--- config.mk ---
export PLATFORM = sky130hd
export DESIGN_NAME = riscv_utype_encoder
export DESIGN_NICKNAME = d
export VERILOG_FILES = /design/src/rtl/riscv_pkg.sv /design/src/rtl/sync_fifo.sv /design/src/rtl/riscv_utype_encoder.sv
export SDC_FILE = /design/constraint.sdc
export NUM_CORES = 1
export LEC_CHECK = 0
export CORE_UTILIZATION = 60
export DETAILED_ROUTE_END_ITERATION = 16
export HOLD_SLACK_MARGIN = 0.06
export PLACE_DENSITY = 0.86
export SLEW_MARGIN = 20
export SYNTH_ARGS = -nofsm -noshare
export SYNTH_HDL_FRONTEND = slang
export SYNTH_SLANG_ARGS = --single-unit
--- constraint.sdc ---
create_clock -name clk -period 7.8 [get_ports clk]
set_input_delay 1.56 -clock clk [delete_from_list [all_inputs] [get_ports clk]]
set_output_delay 1.56 -clock clk [all_outputs]
set_load 0.02 [all_outputs]
--- src/rtl/riscv_pkg.sv ---
// riscv_pkg: shared RISC-V U-type encoding definitions.
// Holds the LUI/AUIPC opcode constants, the U-type field widths, a packed
// field struct and the helpers that pack fields into a word and recognise a
// U-type opcode. The encoder RTL and the decoder-side bench both use them.
package riscv_pkg;

  localparam int unsigned IMM_U_W = 20;
  localparam int unsigned RD_W    = 5;
  localparam int unsigned OPC_W   = 7;
  localparam int unsigned INST_W  = IMM_U_W + RD_W + OPC_W;

  localparam logic [OPC_W-1:0] OPC_LUI   = 7'b0110111;
  localparam logic [OPC_W-1:0] OPC_AUIPC = 7'b0010111;

  typedef struct packed {
    logic [IMM_U_W-1:0] imm;
    logic [RD_W-1:0]    rd;
    logic [OPC_W-1:0]   opcode;
  } utype_fields_t;

  // inst[31:12] = imm, inst[11:7] = rd, inst[6:0] = opcode
  function automatic logic [INST_W-1:0] encode_utype(input utype_fields_t f);
    return {f.imm, f.rd, f.opcode};
  endfunction

  function automatic logic is_utype_opcode(input logic [OPC_W-1:0] opc);
    return (opc == OPC_LUI) || (opc == OPC_AUIPC);
  endfunction

endpackage

--- src/rtl/sync_fifo.sv ---
// sync_fifo: single-clock FIFO with registered occupancy.
// Ports:
//   clk_i, rst_ni   clock, asynchronous active-low reset
//   clear_i         synchronous flush (wins over push/pop)
//   push_i, wdata_i write request and data; ignored when full
//   pop_i           read request; ignored when empty
//   rdata_o         head entry (only meaningful while !empty_o)
//   full_o, empty_o occupancy flags
//   count_o         number of stored entries
// Depth must be a power of two: pointers wrap by natural overflow.
module sync_fifo #(
  parameter int unsigned Width = 32,
  parameter int unsigned Depth = 4
) (
  input  logic                       clk_i,
  input  logic                       rst_ni,
  input  logic                       clear_i,
  input  logic                       push_i,
  input  logic [Width-1:0]           wdata_i,
  input  logic                       pop_i,
  output logic [Width-1:0]           rdata_o,
  output logic                       full_o,
  output logic                       empty_o,
  output logic [$clog2(Depth+1)-1:0] count_o
);

  localparam int unsigned PtrW = (Depth > 1) ? $clog2(Depth) : 1;
  localparam int unsigned CntW = $clog2(Depth + 1);

  logic [Width-1:0] mem_q [Depth];
  logic [PtrW-1:0]  wr_ptr_q, wr_ptr_d;
  logic [PtrW-1:0]  rd_ptr_q, rd_ptr_d;
  logic [CntW-1:0]  count_q, count_d;
  logic             do_push, do_pop;

  assign full_o  = (count_q == CntW'(Depth));
  assign empty_o = (count_q == '0);
  assign count_o = count_q;
  assign rdata_o = mem_q[rd_ptr_q];

  // No pass-through: a push into a full FIFO is dropped even if a pop
  // frees a slot in the same cycle.
  assign do_push = push_i && !full_o;
  assign do_pop  = pop_i && !empty_o;

  always_comb begin
    wr_ptr_d = wr_ptr_q;
    rd_ptr_d = rd_ptr_q;
    count_d  = count_q;
    if (clear_i) begin
      wr_ptr_d = '0;
      rd_ptr_d = '0;
      count_d  = '0;
    end else begin
      if (do_push) wr_ptr_d = wr_ptr_q + PtrW'(1);
      if (do_pop)  rd_ptr_d = rd_ptr_q + PtrW'(1);
      if (do_push && !do_pop) begin
        count_d = count_q + CntW'(1);
      end else if (!do_push && do_pop) begin
        count_d = count_q - CntW'(1);
      end
    end
  end

  always_ff @(posedge clk_i or negedge rst_ni) begin
    if (!rst_ni) begin
      wr_ptr_q <= '0;
      rd_ptr_q <= '0;
      count_q  <= '0;
    end else begin
      wr_ptr_q <= wr_ptr_d;
      rd_ptr_q <= rd_ptr_d;
      count_q  <= count_d;
    end
  end

  // Storage needs no reset: contents are only observed while count_q != 0.
  always_ff @(posedge clk_i) begin
    if (do_push && !clear_i) begin
      mem_q[wr_ptr_q] <= wdata_i;
    end
  end

endmodule

--- src/rtl/riscv_utype_encoder.sv ---
// riscv_utype_encoder: packs LUI/AUIPC field sets into 32-bit instructions
// and streams them, tagged with a sequential word address, through a small
// output FIFO towards instruction memory.
// Ports:
//   clk, rst_n          clock, asynchronous active-low reset
//   clear               synchronous flush of FIFO and address counter
//   in_valid/in_ready   field-set handshake; in_imm, in_rd, in_opcode fields
//   out_valid/out_ready instruction handshake; out_inst, out_addr payload
//   err_illegal         one-cycle pulse per dropped (illegal-opcode) field set
//   illegal_count       saturating count of dropped field sets
module riscv_utype_encoder
  import riscv_pkg::*;
#(
  parameter int unsigned FIFO_DEPTH = 4,
  parameter int unsigned ADDR_W     = 8,
  parameter int unsigned BASE_ADDR  = 0
) (
  input  logic               clk,
  input  logic               rst_n,
  input  logic               clear,
  input  logic               in_valid,
  output logic               in_ready,
  input  logic [IMM_U_W-1:0] in_imm,
  input  logic [RD_W-1:0]    in_rd,
  input  logic [OPC_W-1:0]   in_opcode,
  output logic               out_valid,
  input  logic               out_ready,
  output logic [INST_W-1:0]  out_inst,
  output logic [ADDR_W-1:0]  out_addr,
  output logic               err_illegal,
  output logic [7:0]         illegal_count
);

  localparam int unsigned EntryW = INST_W + ADDR_W;
  localparam int unsigned OccW   = $clog2(FIFO_DEPTH + 1);
  localparam logic [ADDR_W-1:0] BaseAddr = ADDR_W'(BASE_ADDR);

  logic                 in_fire, legal, push, pop;
  logic                 fifo_full, fifo_empty;
  logic [OccW-1:0]      occupancy;
  logic [EntryW-1:0]    fifo_wdata, fifo_rdata;
  utype_fields_t        fields;

  logic [ADDR_W-1:0]    wr_addr_q, wr_addr_d;
  logic                 err_q, err_d;
  logic [7:0]           cnt_q, cnt_d;

  // Handshake and opcode check
  assign in_ready = !fifo_full && !clear;
  assign in_fire  = in_valid && in_ready;
  assign legal    = is_utype_opcode(in_opcode);
  assign push     = in_fire && legal;

  assign out_valid = !fifo_empty;
  assign pop       = out_valid && out_ready;

  assign fields     = '{imm: in_imm, rd: in_rd, opcode: in_opcode};
  assign fifo_wdata = {encode_utype(fields), wr_addr_q};

  // Present reset values whenever nothing is queued so stale storage never
  // leaks onto the memory bus.
  assign out_inst = out_valid ? fifo_rdata[EntryW-1:ADDR_W] : '0;
  assign out_addr = out_valid ? fifo_rdata[ADDR_W-1:0] : BaseAddr;

  assign err_illegal   = err_q;
  assign illegal_count = cnt_q;

  sync_fifo #(
    .Width (EntryW),
    .Depth (FIFO_DEPTH)
  ) u_fifo (
    .clk_i   (clk),
    .rst_ni  (rst_n),
    .clear_i (clear),
    .push_i  (push),
    .wdata_i (fifo_wdata),
    .pop_i   (pop),
    .rdata_o (fifo_rdata),
    .full_o  (fifo_full),
    .empty_o (fifo_empty),
    .count_o (occupancy)
  );

  // Address counter, error pulse and saturating drop counter
  always_comb begin
    wr_addr_d = wr_addr_q;
    err_d     = 1'b0;
    cnt_d     = cnt_q;
    if (clear) begin
      // illegal_count deliberately survives a clear
      wr_addr_d = BaseAddr;
    end else begin
      if (push) begin
        wr_addr_d = wr_addr_q + ADDR_W'(1);
      end
      if (in_fire && !legal) begin
        err_d = 1'b1;
        if (cnt_q != 8'hFF) begin
          cnt_d = cnt_q + 8'd1;
        end
      end
    end
  end

  always_ff @(posedge clk or negedge rst_n) begin
    if (!rst_n) begin
      wr_addr_q <= BaseAddr;
      err_q     <= 1'b0;
      cnt_q     <= 8'd0;
    end else begin
      wr_addr_q <= wr_addr_d;
      err_q     <= err_d;
      cnt_q     <= cnt_d;
    end
  end

  // FIFO flags must agree with its occupancy count
  a_flags_consistent: assert property (@(posedge clk) disable iff (!rst_n)
    (fifo_full == (occupancy == OccW'(FIFO_DEPTH))) &&
    (fifo_empty == (occupancy == '0)));

endmodule

==> summary.md <==
| Metric | Value |
|---|---|
| Core ar. | 12000 sq um |
| Hold WS | 513 ps |
| Drt drc | 0 |
| Grt ovf | 0 |
| Die Y | 113 microns |
| Dpl hpwl | 8030 microns |
| R2r setup slk | 4690 ps |
| FP Rows | 40 |
| Unique cell type count in the Yosys netlist | 35 |
| Drt first pass iters | 4 |
| Cells on worst reg2reg path | 5 |
| Worst rel slew slack | 32.8% |
| Hold Crit Start | illegal_count[0] |
| RSZ-0062 raised after global routing | false |
| Crit path max fanout | 17 |
| Period utilization | 60.0% |
| Flop and latch count out of synthesis | 184 |
| P&R area growth vs syn | 23.4% |
| Peak VDD IR | 0.175 mV |
| Post_cts resized | 0 |
| Setup crit end kind | output pin |
| Worst min path class | flop to flop |
| H-tree depth | 4 |
| Mapped Avg Cell Area | 18.6 sq um |
| Post-route ant nets | 0 |
| Internal Power | 0.00185 W |
| PD cells | 265 nW/um^2 |
| Fillers | 649 |
| Hold Vio Cnt, Final | 0 |
| Final Instance Area | 9070 sq um |
| Setup_tns | 0 ps |
| TritonCTS clock tree | yes |
| RePlAce Congestion | 0.703 |
| Postcts setup bufs | 0 |
| Longest Clk Path Bufs | 2 |
| FF-to-FF End | u_fifo.mem_q[0][20] |
| Wire per inst | 21.4 microns |
| Initial antenna violation count | 0 |
| Hold Path Stages | 1 |
| Final setup fails | 0 |
| Synthesized Nets | 439 |
| ANT cells | 0 |
| Share of cells above drive strength 1 | 18.5% |
| Final clock skew | 5.12 ps |
| DRT iter0 DRCs | 314 |
| Drt total wl | 13900 microns |
| Yosys warning count | 0 |
| Input/output buffers | 87 |
| # hold bufs at CTS | 0 |
| Pin count of the biggest net entering global routing | 42 |
| CTS Sinks | 184 |
| Comb pwr share | 15.0% |
| Post-Synthesis Cell Area | 7350 sq um |
| Leak Pwr | 3.00 nW |
| Critical path required time | 6240 ps |
| Worst path arrival time | 3120 ps |
| Startpoint types | input port |
| Clock Latency Late Sink | 410 ps |
| Sw Share | 23.0% |
| GRT Util Overall | 24.1% |
| Vias | 3854 |
| Slew @ Worst Pin | 1010 ps |
| First-pass GRT wire length | 21800 microns |
| Hold endpoint | illegal_count[0] |
| Post-synthesis cell count | 395 |
| Reg2reg start | u_fifo.count_o[2] |
| DIE AREA | 12700 sq um |
| Critical Path Source | clear |
| Max Cap Viol | 0 |
| Nets | 533 |
| Sw power | 0.000553 W |
| Layout Cells excl Fill | 649 |
| Max Transition Viols Final | 0 |
| CTS Buf Count | 17 |
| Worst-path clk slew | 60 ps |
| Number of global-route vias before repair | 4009 |
| Width of the chip | 113 microns |
| Sequential area share after synthesis | 73.6% |
| Initial Utilization | 61.4% |
| Fmax achieved | 214 MHz |
| Clock network fraction of total power | 38.2% |
| WS Path Type | input port to output pin |
| Outcome | completed |
| Drt via density | 5.94 |
| I/O pins | 88 |
| Dpl cell area | 8410 sq um |
| Placed Cells incl. Taps | 616 |
| Period minus WS final | 4680 ps |
| Clk Tree Root Cell | clkbuf_16 |
| Sequential share of power | 46.8% |
| Tot Pwr | 0.00241 W |
registers in the layout, indices dropped and copies added, names as in the netlist:
signal           count
u_fifo.mem_q       160
u_fifo.count_o       3
wr_addr_q            8
u_fifo.rd_ptr_q      2
illegal_count        8
err_illegal          1
u_fifo.wr_ptr_q      2
cell type report:
class	count	area [sq um]	area share, %
clock buffers	19	453	4.99
inverters	12	45.0	0.497
well taps	147	184	2.03
flip-flops and latches	184	5410	59.6
multi-input cells	180	1860	20.5
repair buffers	94	926	10.2
clock inverters	13	200	2.21
synthesized netlist by cell type (all sizes together):
cell / count / area (sq um)
edfxtp: 160 / 4800
mux4: 41 / 923
nor2b: 41 / 257
dfrtp: 24 / 601
nor2: 16 / 60.1
inv: 12 / 45.0
buf: 10 / 43.8
clkbuf: 9 / 33.8
a21oi: 7 / 35.0
nand2: 7 / 26.3
o21ai: 7 / 35.0
ha: 6 / 75.1
xor2: 6 / 52.6
nand3: 5 / 25.0
nor3: 4 / 20.0
nor4: 4 / 25.0
or3: 4 / 25.0
mux2: 3 / 33.8
nand2b: 3 / 18.8
nand3b: 3 / 22.5
o31ai: 3 / 22.5
or4: 3 / 22.5
a211oi: 2 / 15.0
and3: 2 / 12.5
nor3b: 2 / 15.0
or2: 2 / 12.5
xnor2: 2 / 17.5
a2bb2oi: 1 / 8.76
and2: 1 / 6.26
fa: 1 / 20.0
mux2i: 1 / 10.0
nand4: 1 / 6.26
nand4b: 1 / 8.76
o31a: 1 / 8.76
cells in the final DEF (no fill, tap or decap), drive strengths merged, types with 2 or more instances in the layout:
| master | count |
|---|---|
| dfrtp | 24 |
| clkdlybuf4s50 | 86 |
| nor4 | 4 |
| clkbuf | 19 |
| o21ai | 7 |
| nor3 | 4 |
| inv | 12 |
| a211oi | 2 |
| nand3b | 3 |
| edfxtp | 160 |
| mux2 | 3 |
| xnor2 | 2 |
| or4 | 3 |
| and3 | 2 |
| or2 | 2 |
| o31ai | 3 |
| bufinv | 5 |
| nand3 | 5 |
| clkinv | 4 |
| xor2 | 6 |
| buf | 8 |
| nor3b | 2 |
| nand2b | 3 |
| mux4 | 41 |
| or3 | 4 |
| nand2 | 7 |
| nor2 | 16 |
| clkinvlp | 4 |
| a21oi | 7 |
| ha | 6 |
| nor2b | 41 |
kinds of logic (layout without fill, tap and decap cells):
logic type	Yosys count	count (layout)	synth area share [%]
compound gates	21	21	1.70
xor+xnor	8	8	0.954
fa+ha+maj	7	7	1.29
buf+inv	31	138	1.67
flops	184	184	73.6
mux	45	45	13.2
simple gates	99	99	7.66
power by group through the flow:
| stage | logic (W) | clock network (W) | registers, W |
|---|---|---|---|
| CTS | 0.000365 | 0.000934 | 0.00113 |
| detailed placement | 0.000361 | 0 | 0.00115 |
| finish | 0.000360 | 0.000920 | 0.00113 |
| floorplan | 0.000190 | 0 | 0.00115 |
| global placement | 0.000354 | 0 | 0.00115 |
| global route | 0.000383 | 0.000977 | 0.00113 |
how the worst max path moves through the flow:
stage                           to  slack, ps  cells past startpoint
2_1_floorplan   u_fifo.mem_q[0][0]       3130                      5
3_3_place_gp   u_fifo.mem_q[0][19]       2760                      5
3_5_place_dp   u_fifo.mem_q[0][20]       2600                      5
4_1_cts        u_fifo.mem_q[0][20]       3040                      5
5_1_grt               out_inst[31]       2930                      4
6_report                  in_ready       3120                      3
critical path, cell delays in order:
cell	delay, ps
clkdlybuf4s50_1	710
nor2_1	220
clkdlybuf4s50_1	620
layer usage:
metal	vias up	global-route usage (%)	part of all wire, %
li1	1726	-	-
met1	1941	30.4	40
met2	168	40.3	53
met5	-	0	0
met4	0	8.62	1.7
met3	19	6.91	6.0
metrics by stage:
step | setup slack, ps | utilization, %
after global routing | 2930 | 75.8
after global placement | 2760 | 70.3
final | 3120 | 75.8
after floorplan | 3130 | -
after detailed placement | 2600 | 70.3
after CTS | 3040 | 75.8
Note: power is estimated with default switching activity, not from simulation.
